==> config.mk <==
export PLATFORM = sky130hd
export DESIGN_NAME = edge_event_capture
export DESIGN_NICKNAME = d
export VERILOG_FILES = /design/src/rtl/edge_event_capture_pkg.sv /design/src/rtl/edge_event_capture_chan.sv /design/src/rtl/edge_event_capture.sv
export SDC_FILE = /design/constraint.sdc
export NUM_CORES = 1
export LEC_CHECK = 0
export CAP_MARGIN = 20
export CORE_ASPECT_RATIO = 0.6
export CORE_MARGIN = 1.5
export CORE_UTILIZATION = 30
export DETAILED_ROUTE_END_ITERATION = 7
export GPL_ROUTABILITY_DRIVEN = 0
export PLACE_DENSITY = 0.59
export SLEW_MARGIN = 20
export SYNTH_ARGS = -nofsm -noshare
export SYNTH_HDL_FRONTEND = slang
export SYNTH_HIERARCHICAL = 1
export SYNTH_SLANG_ARGS = --single-unit
==> constraint.sdc <==
create_clock -name clk -period 3.13 [get_ports clk]
set_input_delay 0.4695 -clock clk [delete_from_list [all_inputs] [get_ports clk]]
set_output_delay 0.4695 -clock clk [all_outputs]
set_load 0.01 [all_outputs]
==> src/rtl/edge_event_capture_pkg.sv <==
// Shared types and limits for the edge_event_capture block.
package edge_event_capture_pkg;

  typedef enum logic [1:0] {
    EM_OFF  = 2'b00,
    EM_RISE = 2'b01,
    EM_FALL = 2'b10,
    EM_BOTH = 2'b11
  } edge_mode_t;

  localparam int unsigned EDGE_MAX_CH = 32;

endpackage

==> src/rtl/edge_event_capture_chan.sv <==
// One channel: input sync, optional debounce filter (EDGE_DEBOUNCE_EN), edge detect, sticky status/ovf.
module edge_event_capture_chan
  import edge_event_capture_pkg::*;
#(
  parameter int unsigned SYNC_STAGES = 2,
  parameter int unsigned DEB_CYCLES  = 4
) (
  input  logic       clk,
  input  logic       reset,
  input  logic       clk_en,
  input  logic       raw,
  input  edge_mode_t mode,
  input  logic       clr,
  output logic       edge_c,
  output logic       status,
  output logic       ovf
);

  logic s;
  logic d;
  logic prev;
  logic rise;
  logic fall;

  // Synchroniser; reset preloads the raw level so no edge follows reset.
  if (SYNC_STAGES > 0) begin : g_sync
    logic [SYNC_STAGES-1:0] sync_q;
    always_ff @(posedge clk) begin
      if (reset) begin
        sync_q <= {SYNC_STAGES{raw}};
      end else if (clk_en) begin
        sync_q[0] <= raw;
        for (int k = 1; k < int'(SYNC_STAGES); k++) sync_q[k] <= sync_q[k-1];
      end
    end
    assign s = sync_q[SYNC_STAGES-1];
  end else begin : g_nosync
    assign s = raw;
  end

`ifdef EDGE_DEBOUNCE_EN
  localparam int unsigned CNT_W = $clog2(DEB_CYCLES + 1);
  logic             filt;
  logic [CNT_W-1:0] cnt;

  // Filtered level follows s only after DEB_CYCLES consecutive differing ticks.
  always_ff @(posedge clk) begin
    if (reset) begin
      filt <= raw;
      cnt  <= '0;
    end else if (clk_en) begin
      if (s != filt) begin
        if (cnt == CNT_W'(DEB_CYCLES - 1)) begin
          filt <= s;
          cnt  <= '0;
        end else begin
          cnt <= cnt + CNT_W'(1);
        end
      end else begin
        cnt <= '0;
      end
    end
  end
  assign d = filt;
`else
  assign d = s;
`endif

  assign rise = d & ~prev;
  assign fall = ~d & prev;

  always_comb begin
    edge_c = 1'b0;
    unique case (mode)
      EM_RISE: edge_c = rise;
      EM_FALL: edge_c = fall;
      EM_BOTH: edge_c = rise | fall;
      default: edge_c = 1'b0;
    endcase
    edge_c = edge_c & clk_en;
  end

  // prev tracks the detected level regardless of mode, so mode switches never fake an edge.
  always_ff @(posedge clk) begin
    if (reset) begin
      prev   <= raw;
      status <= 1'b0;
      ovf    <= 1'b0;
    end else if (clk_en) begin
      prev <= d;
      if (edge_c)   status <= 1'b1;
      else if (clr) status <= 1'b0;
      if (clr)                  ovf <= 1'b0;
      else if (edge_c && status) ovf <= 1'b1;
    end
  end

endmodule

==> src/rtl/edge_event_capture.sv <==
// N-channel edge capture with sticky status, overflow and masked irq.
// Optional debounce filter enabled by defining EDGE_DEBOUNCE_EN.
module edge_event_capture
  import edge_event_capture_pkg::*;
#(
  parameter int unsigned N           = 8,
  parameter int unsigned SYNC_STAGES = 2,
  parameter int unsigned DEB_CYCLES  = 4
) (
  input  logic           clk,
  input  logic           reset,
  input  logic           clk_en,
  input  logic [N-1:0]   in,
  input  logic [2*N-1:0] mode,
  input  logic [N-1:0]   mask,
  input  logic [N-1:0]   clr,
  output logic [N-1:0]   edge_c,
  output logic [N-1:0]   status,
  output logic [N-1:0]   ovf,
  output logic           irq
);

  if (N < 1 || N > EDGE_MAX_CH || DEB_CYCLES < 1) begin : g_bad_param
    $error("edge_event_capture: illegal parameter combination");
  end

  for (genvar i = 0; i < int'(N); i++) begin : g_chan
    edge_event_capture_chan #(
      .SYNC_STAGES (SYNC_STAGES),
      .DEB_CYCLES  (DEB_CYCLES)
    ) u_chan (
      .clk    (clk),
      .reset  (reset),
      .clk_en (clk_en),
      .raw    (in[i]),
      .mode   (edge_mode_t'(mode[2*i +: 2])),
      .clr    (clr[i]),
      .edge_c (edge_c[i]),
      .status (status[i]),
      .ovf    (ovf[i])
    );
  end

  assign irq = |(status & mask);

endmodule

==> run metrics <==
status=finished, final reports clean; total gr overflow=0; final core area utilization=0.454; unrepaired setup endpoints after global routing=false; Leak=1.27 nW; switching portion of total power=0.221; Syn Nets=280; HP Class=register to register; met2 wire length=1.78 mm; CP Launch Type=primary input; CTS Hold Bufs=0; Clock Tree Root=clkbuf_16; final period utilization=0.833; Highest Signal Layer=met4; clock-pin slew on the worst setup and hold paths=60 ps; CTS-repair resized insts=0; pre-CTS WS=522 ps; setup violators final=0; Core Area=6650 sq um; Max VDD drop=242 uV; NumNets Final=356; Avg WL per Cell=11.1 microns; actual slew at the worst max-slew pin=419 ps; M1 wire length=2.27 mm; initial antenna violation count=0; DRC violations left=0; Setup Skew=3.20 ps; DIE HEIGHT=67.0 microns; diode count=0; Total Power=1.43 mW; layout cell share with drive strength beyond 1=0.0570; Global Route Usage Sum=0.122; die area=7350 sq um; Filler Cell Count=641; Core Rows=23; fin cells=385; Flop pwr share=0.439; vias in the first global route=1482; Worst EP required=2660 ps; Critical Path End Type=primary output; combinational power share=0.165; P per Cell Area=473 nW/um^2; I/O pin count=68; PortBufs=67; Setup Crit Path Kind=primary input to primary output; Internal=1.11 mW; clk buf depth=2; fin crit period=2610 ps; Post-CTS Repair Setup Buffers=0; DR pass1 iterations=4; Worst Path Arrival=2140 ps; Via-to-Cell Ratio=4.34; Die W=110 microns; sequential share of the synthesized area=0.508; via count=1669; Num CTS Buffers=5; number of H-tree levels=2; Max-Cap Viols=0; Inst Count DP=377; Clock Sinks=40; Slew Limit Fails=0; Cells after Synth=221; clk_lat worst skew=270 ps; CP Max Fanout=32; Initial DRC Count=49; final hold viol count=0; final setup margin=521 ps; Synth-to-Final Area Change=47.4%; first-pass GRT wire length=6.82 mm; Initial Util=0.308; worst rel slew slack=0.720; clock share of power=0.396; pin count of the biggest net entering global routing=49; Post-Route WL=4.28 mm; antenna viol nets, final=0; final setup TNS=0 ps; NetSw=0.315 mW; met3 WL=214 microns; Fmax=0.383 GHz; YS warnings=6; Cell Area, Synth=2050 sq um; syn avg cell area=9.27 sq um; synth unique cells=13; Yosys reg bits=40; hpwl dp=3.28 mm; CTS tree=built
==> logic make-up after synthesis <==
kind of cell | synth area share
buffers and inverters | 0.0733
and+or+nand+nor | 0.150
AOI/OAI and AO/OA | 0.171
DFF | 0.508
adders and majority gates | 0.0977
==> power by group through the flow <==
stage                     clock, mW  sequential [mW]  combinational [mW]
after detailed placement          0            0.638               0.238
after CTS                     0.588            0.627               0.240
final                         0.565            0.626               0.236
after global routing          0.606            0.631               0.267
after global placement            0            0.637               0.234
after floorplan                   0            0.636              0.0986
==> final cells by class <==
cell class / instances / area, sq um / share of cell area
clock buffers: 6 / 129 / 0.0427
clock inverters: 2 / 35.0 / 0.0116
inverters: 40 / 150 / 0.0497
multi-input cells: 141 / 857 / 0.284
flip-flops and latches: 40 / 1040 / 0.345
well taps: 87 / 109 / 0.0361
repair buffers: 69 / 698 / 0.231
==> critical path, stage by stage <==
cell and delay (ps):
clkdlybuf4s50_1 500, buf_12 190, inv_1 70, a311o_1 310, inv_1 60, clkdlybuf4s50_1 520
==> cell usage after synthesis (all sizes together) <==
library cell	n	area share
edfxtp	24	0.35
nand4	1	0.0031
ha	16	0.098
or2	8	0.024
o21ai	24	0.059
a22oi	4	0.015
a21oi	24	0.059
inv	40	0.073
nand2	40	0.073
nand2b	16	0.049
dfxtp	16	0.16
a311o	8	0.039
==> sequential cells by signal (all words and copies together), names as in the netlist <==
signal	cells
g_chan.u_chan/status	8
g_chan.u_chan/g_sync.sync_q	16
g_chan.u_chan/ovf	8
g_chan.u_chan/prev	8
==> through the flow <==
stage          hold slack (ps)  instance area (sq um)
2_1_floorplan              470                   2050
3_5_place_dp               444                   2860
4_1_cts                    452                   3020
3_3_place_gp               435                   2860
6_report                   447                   3020
5_1_grt                    473                   3020
==> path summary, 6_finish.rpt <==
path / from / end / slack [ps] / depth (start not counted)
hold / removal: g_chan[6].u_chan/ovf / g_chan[6].u_chan/ovf / 450 / 2
setup / recovery: clk_en / edge_c[0] / 520 / 6
setup reg to reg: g_chan[0].u_chan/prev / g_chan[0].u_chan/status / 1750 / 5
hold reg to reg: g_chan[6].u_chan/ovf / g_chan[6].u_chan/ovf / 450 / 2
==> routing by layer <==
layer  vias up  GRT usage
li1        904          -
met1       735      0.174
met2        28      0.181
met3         2     0.0352
met4         0     0.0244
met5         -          0
==> placed cells by master, fill, tap and decap left out, drive strengths merged <==
master / count
clkdlybuf4s50: 67
edfxtp: 24
bufinv: 1
or2: 8
a22oi: 4
dfxtp: 16
ha: 16
nand4: 1
a311o: 8
nand2b: 16
inv: 40
a21oi: 24
clkbuf: 6
clkinv: 1
nand2: 40
o21ai: 24
buf: 2
No activity file was read; power rests on OpenSTA's default activity.
